`src/rtl/alu_seq.sv`:
```
// Registered WIDTH-bit ALU: single-cycle ops give out_valid one cycle after accept, MUL/DIV after WIDTH cycles.
// Backpressure: in_ready is low only while an iterative MUL/DIV is in flight; requests during that time are ignored.
module alu_seq #(
  parameter int WIDTH = 16,
  parameter int SHW   = $clog2(WIDTH)
) (
  input  logic             clk,
  input  logic             reset,
  input  logic             in_valid,
  output logic             in_ready,
  input  logic [3:0]       opcode,
  input  logic             ar_flag,
  input  logic [WIDTH-1:0] src1,
  input  logic [WIDTH-1:0] src2,
  output logic             out_valid,
  output logic [WIDTH-1:0] dst,
  output logic [WIDTH-1:0] dst_hi,
  output logic [3:0]       flags,
  output logic             div_zero
);

  localparam logic [3:0] OP_ADD = 4'd3;
  localparam logic [3:0] OP_SUB = 4'd4;
  localparam logic [3:0] OP_MUL = 4'd5;
  localparam logic [3:0] OP_DIV = 4'd6;
  localparam logic [3:0] OP_AND = 4'd7;
  localparam logic [3:0] OP_OR  = 4'd8;
  localparam logic [3:0] OP_XOR = 4'd9;
  localparam logic [3:0] OP_SHL = 4'd10;
  localparam logic [3:0] OP_SHR = 4'd11;

  localparam int               CW   = SHW + 1;
  localparam logic [WIDTH-1:0] WMAX = WIDTH'(WIDTH);

  typedef enum logic [1:0] {IDLE, MUL, DIV} state_t;

  state_t           state;
  logic [CW-1:0]    cnt;
  logic [WIDTH-1:0] hi_q, lo_q, b_q;

  logic [WIDTH:0]   wide;
  logic [WIDTH-1:0] alu_lo;
  logic             alu_c, alu_o;
  logic [SHW-1:0]   shamt;
  logic             shift_big;

  logic [WIDTH:0]   mul_sum;
  logic [WIDTH:0]   div_rsh;
  logic             div_ge;
  logic [WIDTH-1:0] div_diff;
  logic [WIDTH-1:0] it_hi, it_lo;

  assign in_ready  = (state == IDLE);
  assign shamt     = src2[SHW-1:0];
  assign shift_big = (src2 >= WMAX);

  always_comb begin
    wide   = '0;
    alu_lo = '0;
    alu_c  = 1'b0;
    alu_o  = 1'b0;
    case (opcode)
      OP_ADD: begin
        wide   = {1'b0, src1} + {1'b0, src2};
        alu_lo = wide[WIDTH-1:0];
        alu_c  = wide[WIDTH];
        alu_o  = (src1[WIDTH-1] == src2[WIDTH-1]) && (wide[WIDTH-1] != src1[WIDTH-1]);
      end
      OP_SUB: begin
        wide   = {1'b0, src1} - {1'b0, src2};
        alu_lo = wide[WIDTH-1:0];
        alu_c  = wide[WIDTH];
        alu_o  = (src1[WIDTH-1] != src2[WIDTH-1]) && (wide[WIDTH-1] != src1[WIDTH-1]);
      end
      OP_AND: alu_lo = src1 & src2;
      OP_OR:  alu_lo = src1 | src2;
      OP_XOR: alu_lo = src1 ^ src2;
      OP_SHL: alu_lo = shift_big ? '0 : (src1 << shamt);
      OP_SHR: begin
        if (shift_big)
          alu_lo = (ar_flag && src1[WIDTH-1]) ? '1 : '0;
        else if (ar_flag)
          alu_lo = $signed(src1) >>> shamt;
        else
          alu_lo = src1 >> shamt;
      end
      default: alu_lo = '0;
    endcase
  end

  // One shift-add (MUL) or restoring-subtract (DIV) step over {hi_q, lo_q}.
  always_comb begin
    mul_sum  = {1'b0, hi_q} + (lo_q[0] ? {1'b0, b_q} : '0);
    div_rsh  = {hi_q, lo_q[WIDTH-1]};
    div_ge   = (div_rsh >= {1'b0, b_q});
    div_diff = div_rsh[WIDTH-1:0] - b_q;
    if (state == MUL) begin
      it_hi = mul_sum[WIDTH:1];
      it_lo = {mul_sum[0], lo_q[WIDTH-1:1]};
    end else begin
      it_hi = div_ge ? div_diff : div_rsh[WIDTH-1:0];
      it_lo = {lo_q[WIDTH-2:0], div_ge};
    end
  end

  always_ff @(posedge clk or posedge reset) begin
    if (reset) begin
      state     <= IDLE;
      cnt       <= '0;
      hi_q      <= '0;
      lo_q      <= '0;
      b_q       <= '0;
      out_valid <= 1'b0;
      dst       <= '0;
      dst_hi    <= '0;
      flags     <= '0;
      div_zero  <= 1'b0;
    end else begin
      out_valid <= 1'b0;
      case (state)
        IDLE: begin
          if (in_valid) begin
            if (opcode == OP_MUL || opcode == OP_DIV) begin
              state <= (opcode == OP_MUL) ? MUL : DIV;
              cnt   <= CW'(WIDTH);
              hi_q  <= '0;
              lo_q  <= src1;
              b_q   <= src2;
            end else begin
              out_valid <= 1'b1;
              dst       <= alu_lo;
              dst_hi    <= '0;
              flags     <= {alu_o, alu_c, alu_lo[WIDTH-1], ~|alu_lo};
            end
          end
        end
        MUL, DIV: begin
          hi_q <= it_hi;
          lo_q <= it_lo;
          cnt  <= cnt - CW'(1);
          if (cnt == CW'(1)) begin
            state     <= IDLE;
            out_valid <= 1'b1;
            dst       <= it_lo;
            dst_hi    <= it_hi;
            if (state == MUL) begin
              flags <= {|it_hi, |it_hi, it_lo[WIDTH-1], ~|it_lo};
            end else begin
              flags    <= {2'b00, it_lo[WIDTH-1], ~|it_lo};
              div_zero <= ~|b_q;
            end
          end
        end
        default: state <= IDLE;
      endcase
    end
  end

endmodule

```
`config.mk`:
```
export PLATFORM = sky130hd
export DESIGN_NAME = alu_seq
export DESIGN_NICKNAME = d
export VERILOG_FILES = /design/src/rtl/alu_seq.sv
export SDC_FILE = /design/constraint.sdc
export NUM_CORES = 1
export LEC_CHECK = 0
export CAP_MARGIN = 20
export CORE_UTILIZATION = 35
export CTS_BUF_LIST = sky130_fd_sc_hd__clkbuf_8 sky130_fd_sc_hd__clkbuf_16
export DETAILED_ROUTE_END_ITERATION = 16
export GPL_TIMING_DRIVEN = 0
export PLACE_DENSITY = 0.54
export SLEW_MARGIN = 20
export SYNTH_ARGS = -nofsm -noshare
export SYNTH_HDL_FRONTEND = slang
export SYNTH_SLANG_ARGS = --single-unit
```
`constraint.sdc`:
```
create_clock -name clk -period 3.4 [get_ports clk]
set_input_delay 0.68 -clock clk [delete_from_list [all_inputs] [get_ports clk]]
set_output_delay 0.68 -clock clk [all_outputs]
set_load 0.02 [all_outputs]
```
==> out/results.ini, run 1 <==
[routing]
first_iter_violations=1007
antenna_left=0
post-route-drc-count=0
drt-total-wl_um=44300
firstDrtPassIters=5
via_per_inst=5.99
num_vias=11409
detail_route.wl_per_cell_um=23.2

[synth]
ys_top_cells_by_area=dfrtp_1 (22%), ha_1 (11%), o21ai_0 (7.7%)
async_flop_share=1.00
synthesis.nets=1499
syn_inst=1366
yosys_warnings=0
avgSynthCellArea_um2=7.66
netlist_area_um2=10500
yosys.area.top_type_share=0.220
synth_seq_area_share=0.220
ys_types=88
synth_edf_count=0
ys_ff_latch=92
ys.flop_type=dfrtp_1
synth_top_cell_by_area=dfrtp_1

[timing]
worstMarginPinSlew_ns=0.738
setup_viol=2
slew_viol_final=0
setup_slack_ns=-0.468
layout_min_cycle_time_ns=3.87
finalHoldViolations=0
final.period_utilization=1.14
max_freq_mhz=259
clock_skew_ns=0.0154
relSlewSlack=0.506
rsz0062_at_grt=yes
finalSetupTns_ns=-0.630

[clocking]
postCtsHoldBufs=0
htree_levels=3
cts_sinks=92
clkLatencyLatePin_ns=0.36
cts_root_buf=clkbuf_16
path_clk_slew_ns=0.08
numCtsBuffers=9
cts_tree=yes
clockBufferDepth=2

[placed_design]
placed_area_um2=11800
place_hpwl_um=33900
placedCellCount=1827
io_buffer_count=76
routabilityCongestion=0.967

[floorplanning]
ios=79
fp.dieW_um=175
core_um2=29100
fp.dieArea_um2=30600
start_util=0.360
die_h_um=175
num_rows=62

[layout]
fin_nets=1648
utilization=0.465
fin_area_um2=13500
final_cells=1905
mostFrequentLayoutCells=nand2_1 (185), o21ai_0 (142), nor2_1 (92), dfrtp_1 (87), buf_4 (74)
layout-drive-gt1-share=0.220
layout_commonest_cell=nand2_1
area.growth.synth_to_final_pct=29.3

[outcome]
run_status=complete, but fails checks
violations=setup timing

[global_routing]
antenna_found_initial=0
grt_overflow=0
grt_pass1_wl_um=66400
grt_pass1_vias=10881
grt_max_degree=78
gr-usage-all-layers=0.284

[power_and_ir_drop]
clock_power_share=0.107
switching_power_mw=4.61
powerDensity_nw_per_um2=688
power.leakage_nw=5.70
p_int_mw=4.71
combPwrFrac=0.677
p_seq_frac=0.215
p_sw_frac=0.495
ir_drop_mv=0.319

[critical_path]
crit_required_ns=3.67
startpoint_type=input pin
crit_chain=clkdlybuf4s50_1 -> buf_2 -> nor3b_1 -> buf_2 -> nand2_1 -> o2111ai_2 -> a221oi_4 -> nand4b_1 -> a211o_1 -> nor4_4 -> or4b_4 -> o31ai_4
slowest_stage=or4b_4
critPathCaptureType=flop
crit_fanout=10
crit_family=simple AND/OR/NAND/NOR gates
critPathKind=input pin to flop
crit_top_cell=buf_2
crit_buf_inv=3
max_stage_delay_ns=0.52
cp.arrival_ns=4.14

[min_path]
hp-class=flop to flop

[run]
cap_violations=0

[registers in the layout, indices dropped and copies added (netlist names)]
name,count
out_valid,1
dst_hi,16
state,2
flags,4
lo_q,16
b_q,16
dst,15
div_zero,1
cnt,5
hi_q,16
[final cells by class]
class / instances / area (um^2)
Antenna cell: 1 / 2.50
Buffer: 80 / 527
Clock buffer: 9 / 225
Clock inverter: 7 / 56.3
Fill cell: 2918 / 15600
Inverter: 84 / 330
Multi-Input combinational cell: 1103 / 8360
Sequential cell: 92 / 2310
Tap cell: 384 / 480
Timing Repair Buffer: 145 / 1240
[routing by layer]
metal | GRT usage | up-vias | share of wire
li1 | - | 5274 | -
met1 | 0.362 | 5547 | 0.42
met2 | 0.487 | 478 | 0.48
met3 | 0.0263 | 110 | 0.058
met4 | 0.121 | 0 | 0.045
met5 | 0 | - | 0
[cells by family (layout without fill, tap and decap cells)]
logic type	count (synthesis)	in the layout	share of synthesized area
AO/OA/AOI/OAI	424	424	0.255
XOR/XNOR	28	28	0.0234
adder cells (fa/ha/maj)	93	93	0.114
buffers and inverters	172	325	0.0654
flip-flops	92	92	0.220
multiplexers	88	88	0.109
other	0	1	0
AND/OR/NAND/NOR	469	470	0.213
[worst paths after layout]
kind / startpoint / end / slack, ns / cells after the start
worst max-delay path: opcode[0] / flags[0]$_DFFE_PP0P_ / -0.47 / 12
min in group asynchronous: reset / hi_q[5]$_DFFE_PP0P_ / 0.63 / 2
max in group asynchronous: reset / hi_q[12]$_DFFE_PP0P_ / 2.11 / 3
worst min register to register: dst_hi[4]$_DFFE_PP0P_ / dst_hi[4]$_DFFE_PP0P_ / 0.48 / 2
worst min-delay path: dst_hi[4]$_DFFE_PP0P_ / dst_hi[4]$_DFFE_PP0P_ / 0.48 / 2
worst max register to register: state[0]$_DFFE_PP0P_ / flags[0]$_DFFE_PP0P_ / -0.33 / 12
[through the flow]
step / hold WS (ns) / worst slack (ns) / power (mW)
3_5_place_dp: 0.469 / -1.93 / 7.18
4_1_cts: 0.486 / -0.483 / 8.45
2_1_floorplan: 0.470 / -0.334 / 5.37
5_1_grt: 0.502 / -0.553 / 9.91
3_3_place_gp: 0.464 / -1.90 / 7.13
6_report: 0.477 / -0.468 / 9.31
[worst min-delay path, stage by stage (launching register included)]
cell     delay [ns]
dfrtp_1        0.34
nand2_1        0.04
o21ai_0        0.05
[power by group through the flow]
stage                     clock network [mW]  registers (mW)  logic (mW)
after floorplan                            0            2.04        3.34
after global placement                     0            1.99        5.14
after detailed placement                   0            1.99        5.19
after CTS                               1.00            1.98        5.47
after global routing                    1.04            2.06        6.81
final                                  0.997            2.01        6.31
[synthesized netlist by cell type, drive strengths merged (12+ instances only)]
cell,n
o21ai,176
xnor2,16
o31ai,13
nor4,14
a21o,17
clkbuf,67
nand3,28
a221oi,15
ha,89
dfrtp,92
xor2,12
buf,21
nor2,95
and2,23
nand4,12
o211ai,18
nor2b,12
mux4,20
a21oi,70
mux2i,64
nor3,28
nand2b,14
a211oi,17
a31oi,17
inv,83
nand2,188
[what timing repair did]
| action | in CTS | in global routing |
|---|---|---|
| setup endpoints to repair | 53 | 31 |
| cloned | 0 | 1 |
| buffers inserted | 28 | 41 |
| resized for setup | 204 | 184 |
| pin swaps | 17 | 60 |
(Power assumes the default switching activity.)
==> run 2: changes to the inputs <==
--- a/config.mk
+++ b/config.mk
@@ -5,12 +5,14 @@
 export SDC_FILE = /design/constraint.sdc
 export NUM_CORES = 1
 export LEC_CHECK = 0
+export ABC_AREA = 1
 export CAP_MARGIN = 20
 export CORE_UTILIZATION = 35
 export CTS_BUF_LIST = sky130_fd_sc_hd__clkbuf_8 sky130_fd_sc_hd__clkbuf_16
 export DETAILED_ROUTE_END_ITERATION = 16
 export GPL_TIMING_DRIVEN = 0
 export PLACE_DENSITY = 0.54
+export REMOVE_ABC_BUFFERS = 1
 export SLEW_MARGIN = 20
 export SYNTH_ARGS = -nofsm -noshare
 export SYNTH_HDL_FRONTEND = slang
==> out/results.ini, run 2 <==
[outcome]
run_status=finished clean  ; was complete, but fails checks

[timing]
layout_min_cycle_time_ns=3.24  ; was 3.87 ns
finalHoldViolations=0  ; unchanged
worstMarginPinSlew_ns=0.788  ; was 0.738 ns
final.period_utilization=0.954  ; was 1.14
clock_skew_ns=0.0108  ; was 0.0154 ns
max_freq_mhz=308  ; was 259 MHz
relSlewSlack=0.474  ; was 0.506
setup_viol=0  ; was 2
slew_viol_final=0  ; unchanged
setup_slack_ns=0.157  ; was -0.468 ns

[clocking]
numCtsBuffers=9  ; unchanged
clkLatencyLatePin_ns=0.37  ; was 0.36 ns
cts_sinks=92  ; unchanged
cts_tree=yes  ; unchanged
cts_root_buf=clkbuf_16  ; unchanged
path_clk_slew_ns=0.07  ; was 0.08 ns
clockBufferDepth=2  ; unchanged
htree_levels=3  ; unchanged

[layout]
fin_nets=1980  ; was 1648
mostFrequentLayoutCells=nand2_1 (564), inv_1 (228), nand3_1 (160), o21ai_0 (157), nor2_1 (152)  ; was nand2_1 (185), o21ai_0 (142), nor2_1 (92), dfrtp_1 (87), buf_4 (74)
fillers=3336  ; was 2918
n_antenna_cell=0  ; was 1
layout_commonest_cell=nand2_1  ; unchanged
layout-drive-gt1-share=0.0583  ; was 0.220
area.growth.synth_to_final_pct=14.4  ; was 29.3%

[placed_design]
routabilityCongestion=0.980  ; was 0.967
pre_cts_ws_ns=-1.52  ; was -1.93 ns
io_buffer_count=78  ; was 76
place_hpwl_um=33300  ; was 33900 um

[synth]
yosys_warnings=0  ; unchanged
avgSynthCellArea_um2=5.94  ; was 7.66 um^2
ys_ff_latch=92  ; unchanged
synth_seq_area_share=0.214  ; was 0.220
synth_edf_count=0  ; unchanged
ys.flop_type=dfrtp_1  ; unchanged
ys_types=46  ; was 88
synth.most_common_cell=nand2_1  ; unchanged
yosys.area.top_type_share=0.214  ; was 0.220
async_flop_share=1.00  ; unchanged
synth_top_cell_by_area=dfrtp_1  ; unchanged
synthTopCellsByCount=nand2_1 (565), inv_1 (236), o21ai_0 (162)  ; was nand2_1 (188), o21ai_0 (160), nor2_1 (95)
ys_top_cells_by_area=dfrtp_1 (21%), nand2_1 (20%), ha_1 (10%)  ; was dfrtp_1 (22%), ha_1 (11%), o21ai_0 (7.7%)
netlist_area_um2=10800  ; was 10500 um^2
syn_inst=1812  ; was 1366

[floorplanning]
die_h_um=177  ; was 175 um
ios=79  ; unchanged
fp.dieW_um=177  ; was 175 um
start_util=0.359  ; was 0.360
fp.dieArea_um2=31500  ; was 30600 um^2
num_rows=63  ; was 62
core_um2=30000  ; was 29100 um^2

[global_routing]
antenna_found_initial=1  ; was 0
grt_pass1_vias=11144  ; was 10881
grt_pass1_wl_um=63500  ; was 66400 um
grt_max_degree=77  ; was 78
grt_overflow=0  ; unchanged
gr-usage-all-layers=0.267  ; was 0.284

[critical_path]
r2r_end=flags[0]$_DFFE_PP0P_  ; unchanged
cp.arrival_ns=3.53  ; was 4.14 ns
rr_worst_depth=8  ; was 12
crit_required_ns=3.69  ; was 3.67 ns
rrSetupSlack_ns=0.34  ; was -0.33 ns
crit_fanout=10  ; unchanged
critPathLaunch=src2[6]  ; was opcode[0]
critPathCaptureType=flop  ; unchanged
startpoint_type=input pin  ; unchanged
reg2reg_from=state[0]$_DFFE_PP0P_  ; unchanged
critPathKind=input pin to flop  ; unchanged
critPathCapture=flags[0]$_DFFE_PP0P_  ; unchanged

[run]
cap_violations=0  ; unchanged

[routing]
post-route-drc-count=0  ; unchanged
first_iter_violations=1030  ; was 1007
antenna_left=0  ; unchanged
detail_route.wl_per_cell_um=18.4  ; was 23.2 um
num_vias=11975  ; was 11409
via_per_inst=5.34  ; was 5.99
firstDrtPassIters=5  ; unchanged
drt-total-wl_um=41300  ; was 44300 um

[power_and_ir_drop]
finalPower_mw=9.18  ; was 9.31 mW
p_seq_frac=0.215  ; about the same
power.leakage_nw=6.44  ; was 5.70 nW
ir_drop_mv=0.341  ; was 0.319 mV
combPwrFrac=0.662  ; was 0.677
clock_power_share=0.123  ; was 0.107
switching_power_mw=4.85  ; was 4.61 mW
p_int_mw=4.33  ; was 4.71 mW
powerDensity_nw_per_um2=746  ; was 688 nW/um^2
p_sw_frac=0.529  ; was 0.495

[min_path]
hp-class=flop to flop  ; unchanged

==> run 2: cell count changes after synthesis, moves of 20 or more <==
cell	change
nand2_1	+377
inv_1	+154
nand3_1	+133
mux2i_1	-63
nor2_1	+63
clkbuf_1	-35
nand4_1	+20
==> run 2: routing by layer <==
metal	global-route usage	routed length, um	vias to the layer above
li1	-	-	5949
met1	0.345	18200	5574
met2	0.439	19100	377
met3	0.0313	2070	75
met4	0.131	1920	0
met5	0	0	-
==> run 2: worst max-delay path, stage by stage <==
cell	delay, ns
clkdlybuf4s50_1	0.54
inv_2	0.10
ha_2	0.37
a21oi_4	0.20
a21boi_0	0.25
nand2_1	0.19
buf_4	0.18
nand2_1	0.09
nand2_1	0.07
nand2_1	0.06
nand4_1	0.14
nor2_4	0.22
nand3_1	0.10
nor2_1	0.10
nand3_1	0.10
a21boi_1	0.14
==> run 2: kinds of logic (layout without fill, tap and decap cells) <==
group | after synthesis | in the layout | share of synthesized area
and+or+nand+nor | 983 | 983 | 0.386
AOI/OAI and AO/OA | 326 | 326 | 0.166
buffers and inverters | 309 | 348 | 0.115
adders and majority gates | 93 | 93 | 0.111
DFF | 92 | 92 | 0.214
xor gates and xnor gates | 8 | 8 | 0.00651
muxes | 1 | 1 | 0.000930
==> run 2: power by group through the flow <==
stage	Combinational, mW	Sequential (mW)	Clock [mW]
after floorplan	3.92	2.07	0
after global placement	5.91	1.99	0
after detailed placement	6.01	1.99	0
after CTS	6.06	1.98	1.15
after global routing	6.85	2.03	1.18
final	6.08	1.97	1.13
==> run 2: worst min-delay path by stage <==
stage                                start                     end  slack [ns]  cells past startpoint
floorplan             lo_q[12]$_DFFE_PP0P_    lo_q[12]$_DFFE_PP0P_        0.47                      2
global placement    dst_hi[15]$_DFFE_PP0P_  dst_hi[15]$_DFFE_PP0P_        0.46                      2
detailed placement   dst_hi[4]$_DFFE_PP0P_   dst_hi[4]$_DFFE_PP0P_        0.47                      2
CTS                 dst_hi[13]$_DFFE_PP0P_  dst_hi[13]$_DFFE_PP0P_        0.48                      2
global route        dst_hi[13]$_DFFE_PP0P_  dst_hi[13]$_DFFE_PP0P_        0.49                      2
finish               dst_hi[4]$_DFFE_PP0P_   dst_hi[4]$_DFFE_PP0P_        0.48                      2
==> run 2: metrics by stage <==
stage	TNS [ns]	cell area (um^2)	utilization	hold WS, ns	std cells
2_1_floorplan	-34.58	10400	-	0.469	1745
3_3_place_gp	-297.34	11700	0.390	0.463	2213
3_5_place_dp	-25.18	11800	0.394	0.465	2220
4_1_cts	0	12200	0.407	0.484	2237
5_1_grt	-0.00171	12300	0.411	0.488	2241
6_report	0	12300	0.411	0.478	2241
==> run 2: timing repair <==
item / 4_1_cts / 5_1_grt
gates cloned: 1 / 0
setup buffers: 1 / 4
hold buffers: 0 / 0
endpoints found under the setup margin: 18 / 39
resized for setup: 37 / 40
hold endpoints to repair: 0 / 0
pin swaps: 0 / 2
==> run 2: cell type report <==
class                   count  area (um^2)  share of cell area
inverters                 242          928              0.0754
clock inverters             6         88.8             0.00722
repair buffers             90          920              0.0747
multi-input cells        1411         7350               0.597
well taps                 390          488              0.0396
clock buffers               9          225              0.0183
flip-flops and latches     92         2300               0.187
repair inverters            1         5.00            0.000407
